--- src/rtl/game_pkg.sv ---
// Shared definitions for the quiz game controller and its peripheral blocks.
// State codes appear directly on the STATE port, so they are fixed here.
package game_pkg;

  typedef enum logic [3:0] {
    ST_IDLE     = 4'b0000,
    ST_LOAD     = 4'b0010,
    ST_QUESTION = 4'b0011,
    ST_INPUT    = 4'b0100,
    ST_JUDGE    = 4'b0101,
    ST_DRAW     = 4'b0110,
    ST_GOOD     = 4'b1000,
    ST_OUCH     = 4'b1001,
    ST_WIN      = 4'b1010,
    ST_LOSE     = 4'b1011
  } state_e;

  // Game counters hold at full scale instead of wrapping.
  function automatic logic [3:0] sat_inc(logic [3:0] v);
    return (v == 4'hf) ? v : v + 4'd1;
  endfunction

endpackage

--- src/rtl/game_ctrl_timer.sv ---
// Shared phase down-counter: loaded on phase entry, counts to zero and holds.
// done is high while the count is zero.
module phase_timer #(
  parameter int W = 4
) (
  input  logic         clk,
  input  logic         rst_n,
  input  logic         load,
  input  logic [W-1:0] load_val,
  output logic         done
);

  logic [W-1:0] cnt_q, cnt_d;

  always_comb begin
    cnt_d = cnt_q;
    if (load) begin
      cnt_d = load_val;
    end else if (cnt_q != '0) begin
      cnt_d = cnt_q - W'(1);
    end
  end

  always_ff @(posedge clk or negedge rst_n) begin
    if (!rst_n) begin
      cnt_q <= '0;
    end else begin
      cnt_q <= cnt_d;
    end
  end

  assign done = (cnt_q == '0);

endmodule

--- src/rtl/game_ctrl.sv ---
// Quiz game sequencer: question fetch, timed answer window, judging,
// score/miss/round bookkeeping and timed result display.
module game_ctrl
  import game_pkg::*;
#(
  parameter int QUE_CYC   = 50_000_000,
  parameter int IN_CYC    = 500_000_000,
  parameter int RES_CYC   = 100_000_000,
  parameter int WIN_PTS   = 3,
  parameter int LOSE_MISS = 3,
  parameter int ROUNDS    = 5
) (
  input  logic       CLK,
  input  logic       RST,
  input  logic       START,
  input  logic       QUE_OK,
  input  logic       DEC,
  input  logic       JUDGE_VALID,
  input  logic       JUDGE_OK,
  output logic [3:0] STATE,
  output logic       QUE_REQ,
  output logic [3:0] SCORE,
  output logic [3:0] MISS,
  output logic [3:0] ROUND
);

  localparam int MAX_QI  = (QUE_CYC > IN_CYC) ? QUE_CYC : IN_CYC;
  localparam int MAX_CYC = (MAX_QI > RES_CYC) ? MAX_QI : RES_CYC;
  localparam int TW_RAW  = $clog2(MAX_CYC);
  localparam int TW      = (TW_RAW < 1) ? 1 : TW_RAW;

  // Timer counts N-1..0 so the phase lasts exactly N cycles.
  localparam logic [TW-1:0] QUE_LD = TW'(QUE_CYC - 1);
  localparam logic [TW-1:0] IN_LD  = TW'(IN_CYC - 1);
  localparam logic [TW-1:0] RES_LD = TW'(RES_CYC - 1);

  state_e          state_q, state_d;
  state_e          ok_st, bad_st;
  logic            que_req_q, que_req_d;
  logic [3:0]      score_q, score_d;
  logic [3:0]      miss_q, miss_d;
  logic [3:0]      round_q, round_d;
  logic [3:0]      score_inc, miss_inc;
  logic            tmr_load, tmr_done;
  logic [TW-1:0]   tmr_val;

  phase_timer #(.W(TW)) u_timer (
    .clk      (CLK),
    .rst_n    (RST),
    .load     (tmr_load),
    .load_val (tmr_val),
    .done     (tmr_done)
  );

  assign score_inc = sat_inc(score_q);
  assign miss_inc  = sat_inc(miss_q);

  always_comb begin
    ok_st  = ST_GOOD;
    bad_st = ST_OUCH;
    if (score_inc == 4'(WIN_PTS)) begin
      ok_st = ST_WIN;
    end else if (round_q == 4'(ROUNDS)) begin
      ok_st = ST_DRAW;
    end
    if (miss_inc == 4'(LOSE_MISS)) begin
      bad_st = ST_LOSE;
    end else if (round_q == 4'(ROUNDS)) begin
      bad_st = ST_DRAW;
    end
  end

  always_comb begin
    state_d  = state_q;
    score_d  = score_q;
    miss_d   = miss_q;
    round_d  = round_q;
    tmr_load = 1'b0;
    tmr_val  = RES_LD;
    unique case (state_q)
      ST_IDLE: begin
        if (START) begin
          score_d = '0;
          miss_d  = '0;
          round_d = 4'd1;
          state_d = ST_LOAD;
        end
      end
      ST_LOAD: begin
        if (QUE_OK) begin
          state_d  = ST_QUESTION;
          tmr_load = 1'b1;
          tmr_val  = QUE_LD;
        end
      end
      ST_QUESTION: begin
        if (tmr_done) begin
          state_d  = ST_INPUT;
          tmr_load = 1'b1;
          tmr_val  = IN_LD;
        end
      end
      ST_INPUT: begin
        if (DEC) begin
          state_d = ST_JUDGE;
        end else if (tmr_done) begin
          miss_d   = miss_inc;
          state_d  = bad_st;
          tmr_load = 1'b1;
        end
      end
      ST_JUDGE: begin
        if (JUDGE_VALID) begin
          tmr_load = 1'b1;
          if (JUDGE_OK) begin
            score_d = score_inc;
            state_d = ok_st;
          end else begin
            miss_d  = miss_inc;
            state_d = bad_st;
          end
        end
      end
      ST_GOOD, ST_OUCH: begin
        if (tmr_done) begin
          round_d = sat_inc(round_q);
          state_d = ST_LOAD;
        end
      end
      ST_WIN, ST_LOSE, ST_DRAW: begin
        if (tmr_done) begin
          round_d = '0;
          state_d = ST_IDLE;
        end
      end
      default: state_d = ST_IDLE;
    endcase
    que_req_d = (state_d == ST_LOAD) && (state_q != ST_LOAD);
  end

  always_ff @(posedge CLK or negedge RST) begin
    if (!RST) begin
      state_q   <= ST_IDLE;
      que_req_q <= 1'b0;
      score_q   <= '0;
      miss_q    <= '0;
      round_q   <= '0;
    end else begin
      state_q   <= state_d;
      que_req_q <= que_req_d;
      score_q   <= score_d;
      miss_q    <= miss_d;
      round_q   <= round_d;
    end
  end

  assign STATE   = state_q;
  assign QUE_REQ = que_req_q;
  assign SCORE   = score_q;
  assign MISS    = miss_q;
  assign ROUND   = round_q;

endmodule

--- config.mk ---
export PLATFORM = sky130hd
export DESIGN_NAME = game_ctrl
export DESIGN_NICKNAME = d
export VERILOG_FILES = /design/src/rtl/game_pkg.sv /design/src/rtl/game_ctrl_timer.sv /design/src/rtl/game_ctrl.sv
export SDC_FILE = /design/constraint.sdc
export NUM_CORES = 1
export LEC_CHECK = 0
export CAP_MARGIN = 5
export CORE_MARGIN = 4
export CORE_UTILIZATION = 54
export DETAILED_ROUTE_END_ITERATION = 16
export GPL_ROUTABILITY_DRIVEN = 0
export PLACE_DENSITY_LB_ADDON = 0.15
export SLEW_MARGIN = 20
export SYNTH_ARGS = -nofsm -noshare
export SYNTH_HDL_FRONTEND = slang
export SYNTH_SLANG_ARGS = --single-unit
--- constraint.sdc ---
create_clock -name CLK -period 4.8 [get_ports CLK]
set_clock_uncertainty 0.2 [all_clocks]
set_input_delay 1.44 -clock CLK [delete_from_list [all_inputs] [get_ports CLK]]
set_output_delay 1.44 -clock CLK [all_outputs]
set_load 0.03 [all_outputs]
Word level (Yosys, flattened, before mapping) --
Index checks and enable logic that the tools add are counted.
Operators by class: eq/ne operators 26, add/sub/neg operators 4, muxes and demuxes 40, reduce and logical (&&, ||, !) cells 13
Operators with widths (count):
- $mux 4 | 26
- $mux 29 | 3
- $pmux 29 s2 | 1
- $logic_not 29->1 | 1
- $reduce_bool 29->1 | 1
- $sub 29x1->29 const B | 1
- $eq 4x4->1 const B | 7
- $pmux 4 s7 | 1
- $mux 27 | 1
- $pmux 4 s3 | 2
- $eq 4x2->1 const B | 5
- $ne 2x2->1 const B | 9
- $eq 4x3->1 const B | 4
- $add 4x1->4 const B | 3
- $pmux 4 s2 | 1
- $reduce_and 6->1 | 1
- $reduce_bool 3->1 | 2
- $reduce_and 5->1 | 1
- $logic_not 4->1 | 1
- $mux 1 | 4
- $ne 4x2->1 const B | 1
- $pmux 1 s4 | 1
- $reduce_and 4->1 | 1
- $reduce_bool 2->1 | 2
- 3 further kinds | 3
Storage, ports and cells: output and inout port bits 17, register bits after elaboration 46, word-level logic and storage cells 89, input port bits 7

Depth between registers and ports, before layout --
Gate-level depths: netlist (run 1).
depth in word-level cells 9, mapped depth 9, mapped depth without buffers 8

Hierarchy --
From an unflattened synthesis (run 1), not the netlist that was laid out.
Second synthesis, totals: cells, all modules 357, area, all modules 3118.0 um^2
Modules (own cells, without submodules):
- phase_timer | cells an instance 200, sequential area each 725.7 um^2, times used 1, area each 1762.9 um^2
- game_ctrl | cells an instance 157, sequential area each 425.4 um^2, times used 1, area each 1355.0 um^2

Worst setup path after synthesis (run 1) --
No wires, ideal clock.
path kind input -> register, start point input QUE_OK, end point register que_req_q, in the netlist QUE_REQ, setup slack 1979 ps, data required time 4505 ps, data arrival time 2526 ps, path buffers 0, stages 6, library setup time 95 ps, cells stage by stage or4bb_1 > a21oi_1 > a221oi_1 > o211ai_1 > or3_1 > nor4b_2
On the way: cells in the longest elaborated chain, start to end 4
RTL lines:
- start, declared | line game_ctrl.sv:16 | input logic QUE_OK,
- $mux 4 | line game_ctrl.sv:90 | if (QUE_OK) begin
- $pmux 4 s7 | line game_ctrl.sv:80 | unique case (state_q)
- named net state_d[0] | line game_ctrl.sv:37 | state_e state_q, state_d;
- $eq 4x2->1 | line game_ctrl.sv:138 | que_req_d = (state_d == ST_LOAD) && (state_q != ST_LOAD);
- $logic_and 1x1->1 | line game_ctrl.sv:138
- named net que_req_d | line game_ctrl.sv:39 | logic que_req_q, que_req_d;
- end signal, assigned | line game_ctrl.sv:150 | que_req_q <= que_req_d;
- end, declared | line game_ctrl.sv:39
The timed path passes the listed nets, and every way through them passes these cells. A chain may end at the register's enable or synchronous reset.

Worst setup path in the final report (run 1) --
start point register state_q[1], in the netlist STATE[1], end point output STATE[1]
RTL lines:
- start, declared | line game_ctrl.sv:37
- start signal, assigned | line game_ctrl.sv:149 | state_q <= state_d;
- end, declared | line game_ctrl.sv:20 | output logic [3:0] STATE,
No word-level cell between the ends.

==> summary.json, run 1 <==
{
  "via_count_of_the_first_global_routing_pass": {"value": 2405},
  "cpLargestDelayFamily": {"value": "buffers and inverters"},
  "final-max-slew-violation-count": {"value": 0},
  "path_clk_slew": {"value": 0.09, "unit": "ns"},
  "worstPathMaxFanout": {"value": 16},
  "num-nets-final": {"value": 348},
  "finalWorstPathRequiredPeriod": {"value": 3.37, "unit": "ns"},
  "slew-limit-headroom": {"value": 0.518},
  "pin_count_of_the_biggest_net_entering_global_routing": {"value": 47},
  "core_area": {"value": 5170, "unit": "µm²"},
  "timing.critical_path.cells": {"value": "clkdlybuf4s50_1"},
  "setup_slack": {"value": 1.43, "unit": "ns"},
  "die_area": {"value": 6650, "unit": "µm²"},
  "synth_area_in_compound_gates": {"value": 0.132},
  "num_io_pins": {"value": 24},
  "setup-tns-final": {"value": 0, "unit": "ns"},
  "asyncSetResetFlopFracSynth": {"value": 1.00},
  "cts_tree": {"value": "yes"},
  "synth_xor_xnor_area_share": {"value": 0.0720},
  "netlist.top_cell.by_area": {"value": "sky130_fd_sc_hd__dfrtp_1"},
  "clock-root-buffer": {"value": "sky130_fd_sc_hd__clkbuf_8"},
  "synthTopCellsByCount": {"value": "46 x sky130_fd_sc_hd__dfrtp_1, 32 x sky130_fd_sc_hd__nand2_1, 27 x sky130_fd_sc_hd__nor2_1, 16 x sky130_fd_sc_hd__nand3_1, 15 x sky130_fd_sc_hd__a21oi_1"},
  "whs_path_depth": {"value": 2},
  "die_width": {"value": 81.5, "unit": "µm"},
  "worstMarginPinSlew": {"value": 0.722, "unit": "ns"},
  "startpoint_type": {"value": "flop"},
  "maxClockFrequency": {"value": 297, "unit": "MHz"},
  "syn_area": {"value": 2920, "unit": "µm²"},
  "route.detailed.vias_per_inst": {"value": 5.98},
  "grt_util_all_layers": {"value": 0.231},
  "worst_skew_pair.late_latency": {"value": 0.31, "unit": "ns"},
  "wl_per_cell": {"value": 16.4, "unit": "µm"},
  "die_y": {"value": 81.5, "unit": "µm"},
  "share_of_the_synthesized_area_in_the_top_cell_type": {"value": 0.394},
  "cp_slowest_cell": {"value": "sky130_fd_sc_hd__clkdlybuf4s50_1"},
  "ctsLongestPathBuffers": {"value": 2},
  "max-cap-violations": {"value": 0},
  "report.final.setup_viol": {"value": 0},
  "worstHoldEndpoint": {"value": "u_timer.cnt_q[27]"},
  "area.growth.synth_to_final": {"value": 13.0, "unit": "%"},
  "static-leakage-power": {"value": 1.27, "unit": "nW"},
  "largest_family_of_logic_cells_by_synthesized_area": {"value": "simple AND/OR/NAND/NOR gates"},
  "diodes": {"value": 0},
  "critical_path.endpoint_type": {"value": "output pin"},
  "outcome": {"value": "complete, no violations"},
  "finalCritPeriodShare": {"value": 0.702},
  "synthesis.instances": {"value": 318},
  "h-tree-depth": {"value": 2},
  "post_cts_resize_count": {"value": 0},
  "grt_setup_unrepaired": {"value": "no"},
  "synth_nets": {"value": 330},
  "cts_post_setup_buffers_inserted": {"value": 0},
  "required": {"value": 3.16, "unit": "ns"},
  "regToRegEndpoint": {"value": "QUE_REQ"},
  "post-layout-total-power": {"value": 0.000700, "unit": "W"},
  "synth_area_leaders": {"value": "sky130_fd_sc_hd__dfrtp_1 39%, sky130_fd_sc_hd__xnor2_1 4.2%, sky130_fd_sc_hd__nand2_1 4.1%"},
  "critical_path.max_stage_delay": {"value": 0.76, "unit": "ns"},
  "post_synth_fa_ha_maj_area_fraction": {"value": 0.0214},
  "dp_slack": {"value": 1.28, "unit": "ns"},
  "synth_ff_type": {"value": "sky130_fd_sc_hd__dfrtp_1"},
  "dp.final_hpwl": {"value": 4.71, "unit": "mm"},
  "muxShareOfSynthArea": {"value": 0.0283},
  "synth_cell_type_count": {"value": 64},
  "antenna_found_initial": {"value": 0},
  "via_count": {"value": 2434},
  "hold_buffers": {"value": 0},
  "synth_area_per_cell": {"value": 9.18, "unit": "µm²"},
  "whs": {"value": 0.366, "unit": "ns"},
  "drive_gt1_frac": {"value": 0.0801},
  "timing.final.hold_violations": {"value": 0},
  "std_cell_rows": {"value": 26},
  "grt.overflow.total": {"value": 0},
  "power.ir.vdd_worst": {"value": 0.000132, "unit": "V"},
  "route.detailed.drc": {"value": 0},
  "cts-buffers-inserted": {"value": 5},
  "worst_r2r_path_depth": {"value": 8},
  "drt_wl_total": {"value": 6.66, "unit": "mm"},
  "drtIter0Drc": {"value": 240},
  "yosys.area_share.simple": {"value": 0.325},
  "cp.arrival": {"value": 1.73, "unit": "ns"},
  "power_per_cell_area": {"value": 212, "unit": "nW/µm²"},
  "synthesized_flop_and_latch_total": {"value": 46},
  "r2r_start": {"value": "u_timer.cnt_q[0]"},
  "crit_type": {"value": "reg2out"},
  "ant_nets": {"value": 0},
  "synth-warning-count": {"value": 0},
  "start_util": {"value": 0.564},
  "timing.reg2reg.setup_slack": {"value": 1.97, "unit": "ns"},
  "clock_sink_count": {"value": 46},
  "drt_first_pass_iters": {"value": 5},
  "count_of_buffering_cells_on_the_critical_path_with_inverters_included": {"value": 1},
  "hold_start": {"value": "u_timer.cnt_q[27]"},
  "buffer_ports.inserted": {"value": 23},
  "number_of_enable_type_register_cells_in_the_synthesized_netlist": {"value": 0},
  "hp-class": {"value": "reg2reg"},
  "synth_sequential_area_ratio": {"value": 0.394},
  "grt_first_pass_wirelength": {"value": 11.9, "unit": "mm"},
  "yosys.cell_count.top_type": {"value": "sky130_fd_sc_hd__dfrtp_1"}
}
==> placed cells by master (no fill, tap or decap), drive strengths merged, types with 4 or more instances in the layout <==
master         synthesis  final
dfrtp                 46     46
nand2                 32     32
nor2                  28     28
clkdlybuf4s50          0     22
o21ai                 20     20
nand3                 17     17
a21oi                 15     15
xnor2                 14     14
nor3                  12     12
nor4                  11     11
xor2                  10     10
and2                   8      8
inv                    7      7
nand2b                 7      7
mux2i                  6      6
and3                   5      5
ha                     5      5
clkbuf                 8      5
nand4                  5      5
nor3b                  4      4
nor2b                  4      4
==> how the worst max path moves through the flow <==
stage               slack, ns                to  depth (start not counted)   startpoint
global route             1.37          STATE[1]                          1     STATE[1]
CTS                      1.45          STATE[1]                          1     STATE[1]
global placement         1.30  u_timer.cnt_q[2]                          5  JUDGE_VALID
detailed placement       1.28  u_timer.cnt_q[2]                          5  JUDGE_VALID
floorplan                1.98           QUE_REQ                          6       QUE_OK
finish                   1.43          STATE[1]                          1     STATE[1]
==> cell type report <==
class,instances,area (µm²)
fill,454,1870
multi-input combinational,253,1690
sequential,46,1150
timing repair buffer,23,228
tap,70,87.6
clock buffer,5,68.8
clock inverter,3,45.0
inverter,7,26.3
==> kinds of logic (layout without fill, tap and decap cells) <==
group | after synthesis | after routing
simple gates | 157 | 157
flops | 46 | 46
fa+ha+maj | 5 | 5
mux | 8 | 8
xor+xnor | 24 | 24
compound gates | 59 | 59
buf+inv | 19 | 38
==> per-stage QoR <==
step / utilization / std cells / area (µm²)
2_1_floorplan: - / 318 / 2920
6_report: 0.638 / 407 / 3300
3_5_place_dp: 0.615 / 399 / 3180
3_3_place_gp: 0.615 / 399 / 3180
5_1_grt: 0.638 / 407 / 3300
4_1_cts: 0.637 / 407 / 3300
==> registers in the layout, indices dropped and copies added (netlist names) <==
name / cells
MISS: 4
QUE_REQ: 1
ROUND: 4
SCORE: 4
STATE: 4
u_timer.cnt_q: 29
==> report_power, final <==
part | switching, W | internal [W] | leakage (nW)
clock | 0.000144 | 0.000155 | 0.0504
combinational | 0.00000985 | 0.00000461 | 0.691
sequential | 0 | 0.000387 | 0.524
total | 0.000154 | 0.000547 | 1.27
==> per-layer routing <==
| layer | GRT usage | part of all wire | vias to the layer above |
|---|---|---|---|
| li1 | - | - | 1192 |
| met1 | 0.331 | 0.48 | 1168 |
| met2 | 0.347 | 0.45 | 64 |
| met3 | 0.0515 | 0.058 | 10 |
| met4 | 0.0743 | 0.015 | 0 |
| met5 | 0 | 0 | - |
Power figures use the tool's default switching activity.
==> inputs of run 2 (changes only) <==
--- a/config.mk
+++ b/config.mk
@@ -7,7 +7,7 @@
 export LEC_CHECK = 0
 export CAP_MARGIN = 5
 export CORE_MARGIN = 4
-export CORE_UTILIZATION = 54
+export CORE_UTILIZATION = 53
 export DETAILED_ROUTE_END_ITERATION = 16
 export GPL_ROUTABILITY_DRIVEN = 0
 export PLACE_DENSITY_LB_ADDON = 0.15
==> constraint.sdc (replaced) <==
create_clock -name CLK -period 2.86 [get_ports CLK]
set_clock_uncertainty 0.2 [all_clocks]
set_input_delay 0.858 -clock CLK [delete_from_list [all_inputs] [get_ports CLK]]
set_output_delay 0.858 -clock CLK [all_outputs]
set_load 0.03 [all_outputs]
==> summary.json, run 2 (synthesis results as in run 1) <==
{
  "grt_first_pass_wirelength": {"value": 12.1, "unit": "mm", "change": "+1.9%"},
  "whs": {"value": 0.320, "unit": "ns", "change": "-0.0464 ns"},
  "maxClockFrequency": {"value": 371, "unit": "MHz"},
  "setup-tns-final": {"value": 0, "unit": "ns", "change": "unchanged"},
  "ctsLongestPathBuffers": {"value": 2, "change": "unchanged"},
  "buffer_ports.inserted": {"value": 23, "change": "unchanged"},
  "cts_tree": {"value": "yes"},
  "route.detailed.drc": {"value": 0, "change": "unchanged"},
  "worstMarginPinSlew": {"value": 0.522, "unit": "ns", "change": "-0.200 ns"},
  "die_y": {"value": 82.2, "unit": "µm", "change": "+0.85%"},
  "finish.cell_count_without_fillers": {"value": 420, "change": "+3.2%"},
  "timing.critical_path.cells": {"value": "clkdlybuf4s50_1"},
  "max-cap-violations": {"value": 0, "change": "unchanged"},
  "num-nets-final": {"value": 361, "change": "+3.7%"},
  "layout_common_cells": {"value": "46 x sky130_fd_sc_hd__dfrtp_1, 32 x sky130_fd_sc_hd__nand2_1, 27 x sky130_fd_sc_hd__nor2_1"},
  "hold_buffers": {"value": 0, "change": "unchanged"},
  "diodes": {"value": 0, "change": "unchanged"},
  "startpoint_type": {"value": "flop"},
  "drt_wl_total": {"value": 6.87, "unit": "mm", "change": "+3.1%"},
  "dp.final_hpwl": {"value": 4.91, "unit": "mm", "change": "+4.4%"},
  "power.ir.vdd_worst": {"value": 0.000331, "unit": "V", "change": "+150%"},
  "final-max-slew-violation-count": {"value": 0, "change": "unchanged"},
  "wl_per_cell": {"value": 16.4, "unit": "µm", "change": "-0.13%"},
  "number_of_flip_flops_in_the_largest_register": {"value": 29, "change": "unchanged"},
  "num_io_pins": {"value": 24, "change": "unchanged"},
  "critical_path.endpoint_type": {"value": "output pin"},
  "finalCritPeriodShare": {"value": 0.941},
  "cts-buffers-inserted": {"value": 5, "change": "unchanged"},
  "cp.arrival": {"value": 1.63, "unit": "ns", "change": "-0.10 ns"},
  "cpLargestDelayFamily": {"value": "buffers and inverters"},
  "drt_first_pass_iters": {"value": 4, "change": "-1"},
  "clock_sink_count": {"value": 46, "change": "unchanged"},
  "die_area": {"value": 6760, "unit": "µm²", "change": "+1.7%"},
  "slew-limit-headroom": {"value": 0.649, "change": "+0.131"},
  "timing.final.hold_violations": {"value": 0, "change": "unchanged"},
  "hp-class": {"value": "in2async"},
  "required": {"value": 1.80, "unit": "ns", "change": "-1.36 ns"},
  "multi_input_comb_area": {"value": 1690, "unit": "µm²", "change": "unchanged"},
  "static-leakage-power": {"value": 1.35, "unit": "nW", "change": "+6.5%"},
  "dp.cells": {"value": 412, "change": "+3.3%"},
  "clock-root-buffer": {"value": "sky130_fd_sc_hd__clkbuf_8"},
  "critical_path.max_stage_delay": {"value": 0.75, "unit": "ns", "change": "about the same"},
  "worst_skew_pair.late_latency": {"value": 0.31, "unit": "ns", "change": "about the same"},
  "regMostFlops": {"value": "u_timer.cnt_q"},
  "worstPathMaxFanout": {"value": 14, "change": "-2"},
  "drive_gt1_frac": {"value": 0.114, "change": "+0.0342"},
  "h-tree-depth": {"value": 2, "change": "unchanged"},
  "register_area": {"value": 1150, "unit": "µm²", "change": "unchanged"},
  "area.growth.synth_to_final": {"value": 17.1, "unit": "%"},
  "route.detailed.vias_per_inst": {"value": 5.98, "change": "about the same"},
  "power_per_cell_area": {"value": 346, "unit": "nW/µm²", "change": "+63%"},
  "start_util": {"value": 0.557, "change": "-0.00701"},
  "fill_cells": {"value": 440, "change": "-3.1%"},
  "grt_setup_unrepaired": {"value": "no"},
  "outcome": {"value": "complete, no violations"},
  "grt.overflow.total": {"value": 0, "change": "unchanged"},
  "via_count": {"value": 2512, "change": "+3.2%"},
  "pin_count_of_the_biggest_net_entering_global_routing": {"value": 47, "change": "unchanged"},
  "post_cts_resize_count": {"value": 0, "change": "unchanged"},
  "die_width": {"value": 82.2, "unit": "µm", "change": "+0.85%"},
  "std_cell_rows": {"value": 26, "change": "unchanged"},
  "crit_type": {"value": "reg2out"},
  "via_count_of_the_first_global_routing_pass": {"value": 2489, "change": "+3.5%"},
  "drtIter0Drc": {"value": 175, "change": "-27%"},
  "final_common_cell": {"value": "sky130_fd_sc_hd__dfrtp_1"},
  "grt_util_all_layers": {"value": 0.230, "change": "-0.00178"},
  "report.final.setup_viol": {"value": 0, "change": "unchanged"},
  "finalWorstPathRequiredPeriod": {"value": 2.69, "unit": "ns"},
  "count_of_buffering_cells_on_the_critical_path_with_inverters_included": {"value": 1, "change": "unchanged"},
  "path_clk_slew": {"value": 0.10, "unit": "ns", "change": "about the same"},
  "cts_post_setup_buffers_inserted": {"value": 0, "change": "unchanged"},
  "ant_nets": {"value": 0, "change": "unchanged"},
  "core_area": {"value": 5240, "unit": "µm²", "change": "+1.3%"},
  "cp_slowest_cell": {"value": "sky130_fd_sc_hd__clkdlybuf4s50_1"},
  "antenna_found_initial": {"value": 0, "change": "unchanged"}
}
==> run 2: cell types whose count changed in the layout (fill, tap and decap cells not counted) <==
cell                         previous run  this run
sky130_fd_sc_hd__buf_12                 0         2
sky130_fd_sc_hd__buf_2                  0         1
sky130_fd_sc_hd__buf_4                  1        11
sky130_fd_sc_hd__clkinv_2               0         1
sky130_fd_sc_hd__clkinvlp_4             2         0
sky130_fd_sc_hd__inv_6                  0         1
==> run 2: report_power, final <==
part           leakage [nW]  internal, W  switching, W  total [W]
clock                0.0585     0.000262      0.000240   0.000503
sequential            0.524     0.000650             0   0.000650
combinational         0.765    0.0000119     0.0000173  0.0000292
total                  1.35     0.000924      0.000258    0.00118
==> run 2: metrics by stage <==
stage | worst slack, ns | utilization | cell area (µm²) | power, W
floorplan | 0.422 | - | 2920 | 0.000664
global placement | 0.0454 | 0.631 | 3300 | 0.000693
detailed placement | 0.0533 | 0.631 | 3300 | 0.000693
CTS | 0.157 | 0.652 | 3420 | 0.00119
global route | 0.0391 | 0.652 | 3420 | 0.00122
finish | 0.168 | 0.652 | 3420 | 0.00118
==> run 2: path summary, 6_finish.rpt <==
kind	start	to	slack, ns	depth (start not counted)
setup / recovery	STATE[3]	STATE[3]	0.17	1
hold / removal	RST	u_timer.cnt_q[21]	0.32	2
setup reg to reg	u_timer.cnt_q[0]	QUE_REQ	0.24	8
hold reg to reg	u_timer.cnt_q[27]	u_timer.cnt_q[27]	0.36	2
max in group asynchronous	RST	ROUND[2]	1.92	2
min in group CLK	u_timer.cnt_q[27]	u_timer.cnt_q[27]	0.36	2
==> run 2: layer usage <==
| layer | part of all wire | wire, µm | global-route usage |
|---|---|---|---|
| met1 | 0.48 | 3290 | 0.317 |
| met2 | 0.48 | 3290 | 0.380 |
| met3 | 0.038 | 264 | 0.0390 |
| met4 | 0.0044 | 30 | 0.0449 |
| met5 | 0 | 0 | 0 |
==> run 2: area by class of cell <==
type,instances,share of cell area
Sequential cell,46,0.337
Multi-Input combinational cell,253,0.495
Clock inverter,3,0.0128
Tap cell,70,0.0256
Timing Repair Buffer,36,0.102
Clock buffer,5,0.0201
Inverter,7,0.00769
